--- src/rtl/instr_fetch_queue_if.sv ---
// rtl/instr_fetch_queue_if.sv - fetch front end memory, core and redirect signal bundle
interface instr_fetch_queue_if;
  logic        imem_req_valid;
  logic        imem_req_ready;
  logic [31:0] imem_req_addr;
  logic        imem_rsp_valid;
  logic [31:0] imem_rsp_data;
  logic        ins_valid;
  logic        ins_ready;
  logic [31:0] ins_data;
  logic [31:0] ins_pc;
  logic        redirect_valid;
  logic [31:0] redirect_pc;
  logic        busy_drain;

  modport master (
    output imem_req_valid, imem_req_addr, ins_valid, ins_data, ins_pc, busy_drain,
    input  imem_req_ready, imem_rsp_valid, imem_rsp_data, ins_ready, redirect_valid, redirect_pc
  );

  modport slave (
    input  imem_req_valid, imem_req_addr, ins_valid, ins_data, ins_pc, busy_drain,
    output imem_req_ready, imem_rsp_valid, imem_rsp_data, ins_ready, redirect_valid, redirect_pc
  );
endinterface

--- src/rtl/instr_fetch_queue.sv ---
// rtl/instr_fetch_queue.sv - instruction fetch front end with in-order prefetch FIFO and redirect drain
module instr_fetch_queue #(
  parameter int unsigned DEPTH    = 4,
  parameter logic [31:0] RESET_PC = 32'd0
) (
  input  logic                clock,
  input  logic                reset_n,
  instr_fetch_queue_if.master bus
);
  localparam int AW = $clog2(DEPTH);
  localparam int CW = AW + 1;
  localparam logic [CW-1:0] DEPTH_C = CW'(DEPTH);
  localparam logic [CW:0]   DEPTH_X = (CW+1)'(DEPTH);

  localparam logic [1:0] ST_IDLE  = 2'd0;
  localparam logic [1:0] ST_FETCH = 2'd1;
  localparam logic [1:0] ST_DRAIN = 2'd2;

  logic [1:0]    state_q, state_d;
  logic [31:0]   fetch_pc_q, fetch_pc_d;
  logic [CW-1:0] count_q, count_d;
  logic [CW-1:0] outst_q, outst_d;
  logic [AW-1:0] head_q, head_d, tail_q, tail_d;
  logic [AW-1:0] tag_rd_q, tag_rd_d, tag_wr_q, tag_wr_d;
  logic          redir_prev_q;

  logic [31:0] fifo_data_q [DEPTH];
  logic [31:0] fifo_pc_q   [DEPTH];
  logic [31:0] tag_pc_q    [DEPTH];

  logic redirect, credit_ok, req_valid, accept, rsp, push, pop, ins_valid;

  // Credits cover both buffered words and words still in flight, so a response always has a slot.
  assign redirect  = bus.redirect_valid;
  assign credit_ok = ({1'b0, count_q} + {1'b0, outst_q}) < DEPTH_X;
  assign req_valid = (state_q == ST_FETCH) && credit_ok && !redirect;
  assign accept    = req_valid && bus.imem_req_ready;
  assign rsp       = bus.imem_rsp_valid && (outst_q != '0);
  assign push      = rsp && (state_q == ST_FETCH) && !redirect;
  assign ins_valid = (count_q != '0) && !redir_prev_q;
  assign pop       = ins_valid && bus.ins_ready;

  always_comb begin
    state_d    = state_q;
    fetch_pc_d = fetch_pc_q;
    head_d     = head_q;
    tail_d     = tail_q;
    tag_rd_d   = tag_rd_q;
    tag_wr_d   = tag_wr_q;
    outst_d    = outst_q + CW'(accept) - CW'(rsp);
    count_d    = count_q + CW'(push) - CW'(pop);

    if (push)   tail_d   = tail_q + AW'(1);
    if (pop)    head_d   = head_q + AW'(1);
    if (accept) tag_wr_d = tag_wr_q + AW'(1);
    if (rsp)    tag_rd_d = tag_rd_q + AW'(1);
    if (accept) fetch_pc_d = fetch_pc_q + 32'd1;

    // A same-cycle pop has already been delivered; everything left is flushed.
    if (redirect) begin
      fetch_pc_d = bus.redirect_pc;
      count_d    = '0;
      head_d     = '0;
      tail_d     = '0;
    end

    case (state_q)
      ST_IDLE:  state_d = ST_FETCH;
      ST_FETCH: if (redirect && (outst_d != '0)) state_d = ST_DRAIN;
      ST_DRAIN: if (outst_d == '0) state_d = ST_FETCH;
      default:  state_d = ST_IDLE;
    endcase
  end

  always_ff @(posedge clock or negedge reset_n) begin
    if (!reset_n) begin
      state_q      <= ST_IDLE;
      fetch_pc_q   <= RESET_PC;
      count_q      <= '0;
      outst_q      <= '0;
      head_q       <= '0;
      tail_q       <= '0;
      tag_rd_q     <= '0;
      tag_wr_q     <= '0;
      redir_prev_q <= 1'b0;
    end else begin
      state_q      <= state_d;
      fetch_pc_q   <= fetch_pc_d;
      count_q      <= count_d;
      outst_q      <= outst_d;
      head_q       <= head_d;
      tail_q       <= tail_d;
      tag_rd_q     <= tag_rd_d;
      tag_wr_q     <= tag_wr_d;
      redir_prev_q <= redirect;
    end
  end

  // Storage needs no reset: the head is only exposed while count is non-zero.
  always_ff @(posedge clock) begin
    if (push) begin
      fifo_data_q[tail_q] <= bus.imem_rsp_data;
      fifo_pc_q[tail_q]   <= tag_pc_q[tag_rd_q];
    end
    if (accept) tag_pc_q[tag_wr_q] <= fetch_pc_q;
  end

  assign bus.imem_req_valid = req_valid;
  assign bus.imem_req_addr  = fetch_pc_q;
  assign bus.ins_valid      = ins_valid;
  assign bus.ins_data       = ins_valid ? fifo_data_q[head_q] : 32'd0;
  assign bus.ins_pc         = ins_valid ? fifo_pc_q[head_q] : 32'd0;
  assign bus.busy_drain     = (state_q == ST_DRAIN);

  assert property (@(posedge clock) disable iff (!reset_n)
    !(bus.imem_rsp_valid && (count_q == DEPTH_C)));
endmodule

--- src/flat_wrapper.sv ---
// flat-port wrapper written by rule: the top's interface ports become plain ports
module instr_fetch_queue_flat 
#(
  parameter int unsigned DEPTH    = 4,
  parameter logic [31:0] RESET_PC = 32'd0
)
  (clock, reset_n, bus_imem_req_valid, bus_imem_req_addr, bus_ins_valid, bus_ins_data, bus_ins_pc, bus_busy_drain, bus_imem_req_ready, bus_imem_rsp_valid, bus_imem_rsp_data, bus_ins_ready, bus_redirect_valid, bus_redirect_pc);
  instr_fetch_queue_if bus_i ();
  input  logic clock;
  input  logic reset_n;
  output wire logic [$bits(bus_i.imem_req_valid)-1:0] bus_imem_req_valid;
  output wire logic [$bits(bus_i.imem_req_addr)-1:0] bus_imem_req_addr;
  output wire logic [$bits(bus_i.ins_valid)-1:0] bus_ins_valid;
  output wire logic [$bits(bus_i.ins_data)-1:0] bus_ins_data;
  output wire logic [$bits(bus_i.ins_pc)-1:0] bus_ins_pc;
  output wire logic [$bits(bus_i.busy_drain)-1:0] bus_busy_drain;
  input wire logic [$bits(bus_i.imem_req_ready)-1:0] bus_imem_req_ready;
  input wire logic [$bits(bus_i.imem_rsp_valid)-1:0] bus_imem_rsp_valid;
  input wire logic [$bits(bus_i.imem_rsp_data)-1:0] bus_imem_rsp_data;
  input wire logic [$bits(bus_i.ins_ready)-1:0] bus_ins_ready;
  input wire logic [$bits(bus_i.redirect_valid)-1:0] bus_redirect_valid;
  input wire logic [$bits(bus_i.redirect_pc)-1:0] bus_redirect_pc;
  assign bus_imem_req_valid = bus_i.imem_req_valid;
  assign bus_imem_req_addr = bus_i.imem_req_addr;
  assign bus_ins_valid = bus_i.ins_valid;
  assign bus_ins_data = bus_i.ins_data;
  assign bus_ins_pc = bus_i.ins_pc;
  assign bus_busy_drain = bus_i.busy_drain;
  assign bus_i.imem_req_ready = bus_imem_req_ready;
  assign bus_i.imem_rsp_valid = bus_imem_rsp_valid;
  assign bus_i.imem_rsp_data = bus_imem_rsp_data;
  assign bus_i.ins_ready = bus_ins_ready;
  assign bus_i.redirect_valid = bus_redirect_valid;
  assign bus_i.redirect_pc = bus_redirect_pc;
  instr_fetch_queue #(.DEPTH(DEPTH), .RESET_PC(RESET_PC)) u_core (.clock(clock), .reset_n(reset_n), .bus(bus_i));
endmodule
--- config.mk ---
export PLATFORM = sky130hd
export DESIGN_NAME = instr_fetch_queue_flat
export DESIGN_NICKNAME = d
export VERILOG_FILES = /design/src/rtl/instr_fetch_queue_if.sv /design/src/rtl/instr_fetch_queue.sv /design/src/flat_wrapper.sv
export SDC_FILE = /design/constraint.sdc
export NUM_CORES = 1
export LEC_CHECK = 0
export ABC_AREA = 0
export CORE_MARGIN = 2
export CORE_UTILIZATION = 25
export DETAILED_ROUTE_END_ITERATION = 12
export HOLD_SLACK_MARGIN = 0.05
export SYNTH_ARGS = -nofsm -noshare
export SYNTH_HDL_FRONTEND = slang
export SYNTH_SLANG_ARGS = --single-unit
--- constraint.sdc ---
create_clock -name clock -period 5.8 [get_ports clock]
set_clock_uncertainty 0.1 [all_clocks]
set_input_delay 1.74 -clock clock [delete_from_list [all_inputs] [get_ports clock]]
set_output_delay 1.74 -clock clock [all_outputs]
set_load 0.01 [all_outputs]
==> metrics.cfg, run 1 <==
[synthesis]
synth_cell_types=48
async_reset_ff_frac=0.113
syn_area_per_cell_um2=19.2
synthesis.area_um2=17200
yosys_register_bits=433
ys_warn_count=0
ys_seq_area_frac=0.743
synth_ff_type=edfxtp_1
synthCells=892
syn-num-nets=979
synth_top_area_share=0.672
synth.top_cells.by_area=edfxtp_1 67%, mux4_2 13%, dfrtp_1 7.1%
synth_edf_count=384
synth_top_area_cell=edfxtp_1

[clock_tree]
cts_resized=0
cts_made_buffers=47
ctsHoldBuffers=0
clk_transition_reported_paths_ns=0.06
clock_latency_ns=0.58
cts_setup_buffers=0
cts_tree=yes
htreeDepth=2
ctsLongestPathBuffers=3
clock-sinks=433
root_buffer=clkbuf_16

[sta]
setup-violations-final=0
max_freq_mhz=209
rsz0062_at_grt=no
finalCriticalPeriod_ns=4.79
relSlewSlack=0.299
maxSlewViolCount=0
final-hold-violation-count=0
worst_pin_slew_ns=1.05
post-route-period-util=0.826
tns_ns=0

[floorplanning]
die_y_um=266
die_w_um=266
design.portCount=169
dieArea_um2=70800
row_count=96
initial_core_util=0.251
coreArea_um2=68300

[grt]
grt_pass1_wl_mm=59.6
track_usage=0.113
grt_max_degree=61
grt_pass1_vias=9476
antenna_found_initial=1
overflow=0

[outcome]
status=complete, no violations

[drt]
wl_per_cell_um=19.6
vias=8906
drcViolationCount=0
wl_mm=39.4
first_iter_violations=695
vias_per_cell=4.44
dr.pass1.iters=5
ant_nets=0

[critical_path]
path_class=flop to primary output
cp_max_fo=60
critPathLaunchType=flop
crit_arrival_ns=2.95
worstPathRequired_ns=3.96
critPathCaptureType=primary output

[finish]
layout.nets=1174
syn_to_final_growth_pct=26.1
final_util=0.317
drive_above_1_share=0.188
stdcell_count=2008
fillers=6538

[pwr]
power_density_nw_per_um2=407
power_leakage_nw=6.93
vdd_drop_max_uv=232

[place]
dp_hpwl_mm=25.3
placed_cells=1920
place.gp.congestion=0.798
port_buffers=168

[run]
maxCapViolations=0

[min_path]
hp-class=flop to flop

-- per-stage QoR --
| stage | setup slack, ns | instance area, um^2 | hold WS [ns] | total power, W |
|---|---|---|---|---|
| floorplan | 1.32 | 17200 | 0.363 | 0.00506 |
| global placement | 1.18 | 20000 | 0.366 | 0.00584 |
| detailed placement | 1.19 | 20000 | 0.367 | 0.00589 |
| CTS | 0.883 | 21600 | 0.377 | 0.00898 |
| global route | 0.834 | 21600 | 0.402 | 0.00923 |
| finish | 1.01 | 21700 | 0.376 | 0.00881 |
-- cells by family (layout without fill, tap and decap cells) --
logic type,after synthesis,count (layout),synth area share
AO/OA/AOI/OAI,61,61,0.0245
XOR/XNOR,17,17,0.00867
adder cells (fa/ha/maj),17,17,0.0133
buffers and inverters,59,292,0.0133
flip-flops,433,433,0.743
multiplexers,101,101,0.129
other,0,1,0
AND/OR/NAND/NOR,204,204,0.0680
-- sequential cells by signal, summed over array words and instances, names as in the netlist --
register / count
u_core.bus.imem_req_addr: 32
u_core.count_q: 3
u_core.fifo_data_q: 128
u_core.fifo_pc_q: 128
u_core.head_q: 2
u_core.outst_q: 3
u_core.redir_prev_q: 1
u_core.state_q: 2
u_core.tag_pc_q: 128
u_core.tag_rd_q: 2
u_core.tag_wr_q: 2
u_core.tail_q: 2
-- cell usage in the layout (no fill, tap or decap), types with 12 or more instances in the layout --
| cell | synthesis | final |
|---|---|---|
| and2_1 | 74 | 74 |
| buf_4 | 0 | 15 |
| clkbuf_1 | 27 | 12 |
| clkbuf_16 | 0 | 48 |
| clkdlybuf4s50_1 | 0 | 166 |
| dfrtp_1 | 49 | 45 |
| edfxtp_1 | 384 | 384 |
| ha_1 | 15 | 15 |
| inv_1 | 16 | 16 |
| mux4_2 | 96 | 96 |
| nand2_1 | 40 | 40 |
| nand3_1 | 19 | 19 |
| nor2_1 | 16 | 15 |
| o21ai_0 | 17 | 17 |
-- worst max-delay path, stage by stage (launching register included) --
cell and delay, ns:
dfrtp_4 1.11, buf_4 0.28, mux4_2 0.30, and2_1 0.17, clkdlybuf4s50_1 0.48
-- layer usage --
metal | vias up | GRT usage | part of all wire
met2 | 281 | 0.184 | 0.47
met1 | 4581 | 0.150 | 0.45
met3 | 60 | 0.0250 | 0.060
li1 | 3984 | - | -
met5 | - | 0 | 0
met4 | 0 | 0.0349 | 0.022
-- report_power, final --
group | switching [W] | internal (W) | leakage (nW)
clock | 0.00123 | 0.00182 | 0.765
combinational | 0.000846 | 0.000877 | 2.11
sequential | 0.000240 | 0.00380 | 4.06
total | 0.00232 | 0.00649 | 6.93
-- cell usage after synthesis (2+ instances only) --
library cell,count
edfxtp_1,384
mux4_2,96
and2_1,74
dfrtp_1,49
nand2_1,40
clkbuf_1,27
nand3_1,19
o21ai_0,17
inv_1,16
nor2_1,16
ha_1,15
and3_1,14
buf_1,10
nand4_1,10
xnor2_1,10
o211ai_1,9
o311ai_0,9
a21oi_1,8
xor2_1,7
buf_2,6
a221o_1,4
a31oi_1,4
nor3_1,4
nor4_1,4
and4_1,3
mux2_2,3
nor2b_1,3
or3_1,3
or4_1,3
a41oi_1,2
fa_1,2
mux2i_1,2
nor4_4,2
o311ai_1,2
or2_2,2
-- final cells by class --
class | instances | area, um^2 | area share
clock inverter | 23 | 305 | 0.0141
sequential | 433 | 12800 | 0.590
inverter | 16 | 60.1 | 0.00277
multi-input combinational | 400 | 4210 | 0.194
clock buffer | 64 | 1300 | 0.0601
timing repair buffer | 189 | 1900 | 0.0880
tap | 882 | 1100 | 0.0510
antenna | 1 | 2.50 | 0.000116
-- final timing paths --
| check | start | end | slack, ns | cells past startpoint |
|---|---|---|---|---|
| setup / recovery | u_core.head_q[1]$_DFFE_PN0P_ | bus_ins_data[18] | 1.01 | 4 |
| hold / removal | u_core.tag_rd_q[0]$_DFFE_PN0N_ | u_core.tag_rd_q[0]$_DFFE_PN0N_ | 0.38 | 1 |
| setup reg to reg | u_core.count_q[2]$_DFF_PN0_ | u_core.tag_pc_q[0][2]$_DFFE_PP_ | 2.65 | 8 |
| hold reg to reg | u_core.tag_rd_q[0]$_DFFE_PN0N_ | u_core.tag_rd_q[0]$_DFFE_PN0N_ | 0.38 | 1 |
| max in group asynchronous | reset_n | u_core.head_q[1]$_DFFE_PN0P_ | 3.94 | 2 |
| min in group asynchronous | reset_n | u_core.state_q[0]$_DFFE_PN0P_ | 1.15 | 2 |
Power figures use the tool's default switching activity.
==> inputs of run 2 (changes only) <==
clock period = 4.83 ns   (was 5.8 ns; I/O delays follow)
==> run 2 against run 1 <==
Clock power is 16% higher; combinational power rose by 20%; hold slack gained 0.030 ns; core utilization hardly changed; global-route usage grew 0.22 points; count of clock-buffer cells in the layout decreased by 6; power up 19%; non-clock buffer count up 8; largest power group unchanged; flip-flop and latch count is the same; sequential share of layout area barely moved; first-iteration DRC count up 12%.
==> metrics.cfg, run 2 (same netlist as run 1, synthesis figures left out) <==
[finish]
reg_top3=u_core.fifo_data_q (128), u_core.fifo_pc_q (128), u_core.tag_pc_q (128)  ; unchanged
stdcell_count=2018  ; was 2008
drive_above_1_share=0.192  ; was 0.188
layout.nets=1182  ; was 1174
final_common_cell=edfxtp_1  ; unchanged
syn_to_final_growth_pct=26.1  ; about the same
layout_common_cells=384 x edfxtp_1, 166 x clkdlybuf4s50_1, 96 x mux4_2, 74 x and2_1, 47 x clkbuf_16  ; was 384 x edfxtp_1, 166 x clkdlybuf4s50_1, 96 x mux4_2, 74 x and2_1, 48 x clkbuf_16
fillers=6525  ; was 6538

[critical_path]
r2r_slack_ns=1.77  ; was 2.65 ns
critPathCaptureType=primary output  ; unchanged
worstPathRequired_ns=3.28  ; was 3.96 ns
cp_max_fo=30  ; was 60
path_class=flop to primary output  ; unchanged
crit_arrival_ns=2.89  ; was 2.95 ns
critPathLaunchType=flop  ; unchanged

[clock_tree]
ctsHoldBuffers=0  ; unchanged
root_buffer=clkbuf_16  ; unchanged
clock_latency_ns=0.59  ; was 0.58 ns
cts_tree=yes  ; unchanged
clk_transition_reported_paths_ns=0.06  ; about the same
clock-sinks=433  ; unchanged
cts_made_buffers=47  ; unchanged
htreeDepth=2  ; unchanged
ctsLongestPathBuffers=3  ; unchanged
cts_setup_buffers=0  ; unchanged
cts_resized=0  ; unchanged

[pwr]
p_seq_frac=0.467  ; was 0.459
clkPwrFrac=0.336  ; was 0.346
power_density_nw_per_um2=485  ; was 407 nW/um^2
p_int_w=0.00765  ; was 0.00649 W
power_leakage_nw=6.95  ; was 6.93 nW
vdd_drop_max_uv=276  ; was 232 uV
switchingPower_w=0.00285  ; was 0.00232 W
pwr-share-comb=0.197  ; was 0.196
p_sw_frac=0.272  ; was 0.263
p_total_w=0.0105  ; was 0.00881 W

[drt]
ant_nets=0  ; unchanged
met2_length_mm=19.0  ; was 18.6 mm
wl_mm=40.7  ; was 39.4 mm
vias=9049  ; was 8906
wl_per_cell_um=20.2  ; was 19.6 um
vias_per_cell=4.48  ; was 4.44
first_iter_violations=781  ; was 695
dr.pass1.iters=6  ; was 5
top_layer=met4  ; unchanged
met3_length_mm=2.26  ; was 2.35 mm
drcViolationCount=0  ; unchanged
drt-met1-wl_mm=18.6  ; was 17.5 mm

[grt]
grt_pass1_wl_mm=60.2  ; was 59.6 mm
grt_max_degree=50  ; was 61
grt_pass1_vias=9245  ; was 9476
antenna_found_initial=0  ; was 1
track_usage=0.115  ; was 0.113
overflow=0  ; unchanged

[floorplanning]
coreArea_um2=68300  ; unchanged
die_y_um=266  ; unchanged
row_count=96  ; unchanged
initial_core_util=0.251  ; unchanged
dieArea_um2=70800  ; unchanged
design.portCount=169  ; unchanged
die_w_um=266  ; unchanged

[sta]
fin_ws_ns=0.393  ; was 1.01 ns
rsz0062_at_grt=no  ; unchanged
final-hold-violation-count=0  ; unchanged
fin_hold_ws_ns=0.406  ; was 0.376 ns
tns_ns=0  ; unchanged
setup-violations-final=0  ; unchanged
post-route-period-util=0.919
worst_pin_slew_ns=1.05  ; about the same
maxSlewViolCount=0  ; unchanged
max_freq_mhz=225
finalCriticalPeriod_ns=4.44
relSlewSlack=0.292  ; was 0.299

[place]
place.gp.congestion=0.768  ; was 0.798
placed_cells=1928  ; was 1920
dp_hpwl_mm=25.6  ; was 25.3 mm
port_buffers=168  ; unchanged
pre_cts_slack_ns=0.797  ; was 1.19 ns

[outcome]
status=complete, no violations  ; unchanged

[min_path]
hp-class=flop to flop  ; unchanged

[run]
maxCapViolations=0  ; unchanged

## run 2: cell types whose count changed in the layout (fill, tap and decap cells not counted), moves of 2 or more
| cell | delta |
|---|---|
| buf_12 | +2 |
| buf_4 | +6 |
| bufinv_16 | -2 |
| clkbuf_1 | -3 |
| clkbuf_8 | -2 |
| clkinv_1 | +5 |
| clkinv_2 | +3 |
| inv_16 | +2 |
## run 2: final cells by class
type | count | area [um^2] | share of cell area
sequential | 433 | 12800 | 0.590
timing repair buffer | 197 | 1990 | 0.0919
antenna | 2 | 5.00 | 0.000231
clock buffer | 58 | 1240 | 0.0571
tap | 882 | 1100 | 0.0510
clock inverter | 30 | 284 | 0.0131
inverter | 16 | 60.1 | 0.00277
multi-input combinational | 400 | 4210 | 0.194
## run 2: per-layer routing
metal	vias up	GRT usage
met5	-	0
met3	56	0.0212
met1	4700	0.163
met4	0	0.0333
li1	4005	-
met2	288	0.180
## run 2: worst max-delay path: stages (launching register included)
cell             delay, ns
dfrtp_4               0.75
buf_12                0.33
mux4_2                0.55
and2_1                0.20
clkdlybuf4s50_1       0.48
## run 2: power groups by stage
stage                     Combinational, W  Clock (W)  Sequential [W]
after floorplan                    0.00129          0         0.00478
after global placement             0.00209          0         0.00498
after detailed placement           0.00214          0         0.00500
after CTS                          0.00214    0.00363         0.00492
after global routing               0.00226    0.00377         0.00495
final                              0.00206    0.00353         0.00491
## run 2: per-stage QoR
stage,area (um^2),utilization
finish,21700,0.317
global route,21600,0.317
CTS,21600,0.317
detailed placement,20100,0.295
global placement,20100,0.295
floorplan,17200,-
## run 2: worst paths after layout
| check | start | to | cells after the start |
|---|---|---|---|
| worst max register to register | u_core.count_q[1]$_DFF_PN0_ | u_core.count_q[2]$_DFF_PN0_ | 10 |
| min in group asynchronous | reset_n | u_core.bus.imem_req_addr[7]$_DFFE_PN0P_ | 1 |
| worst max-delay path | u_core.head_q[0]$_DFFE_PN0P_ | bus_ins_pc[29] | 4 |
| worst min-delay path | u_core.state_q[0]$_DFFE_PN0P_ | u_core.state_q[0]$_DFFE_PN0P_ | 1 |
| worst min register to register | u_core.state_q[0]$_DFFE_PN0P_ | u_core.state_q[0]$_DFFE_PN0P_ | 1 |
| max in group asynchronous | reset_n | u_core.bus.imem_req_addr[23]$_DFFE_PN0P_ | 2 |
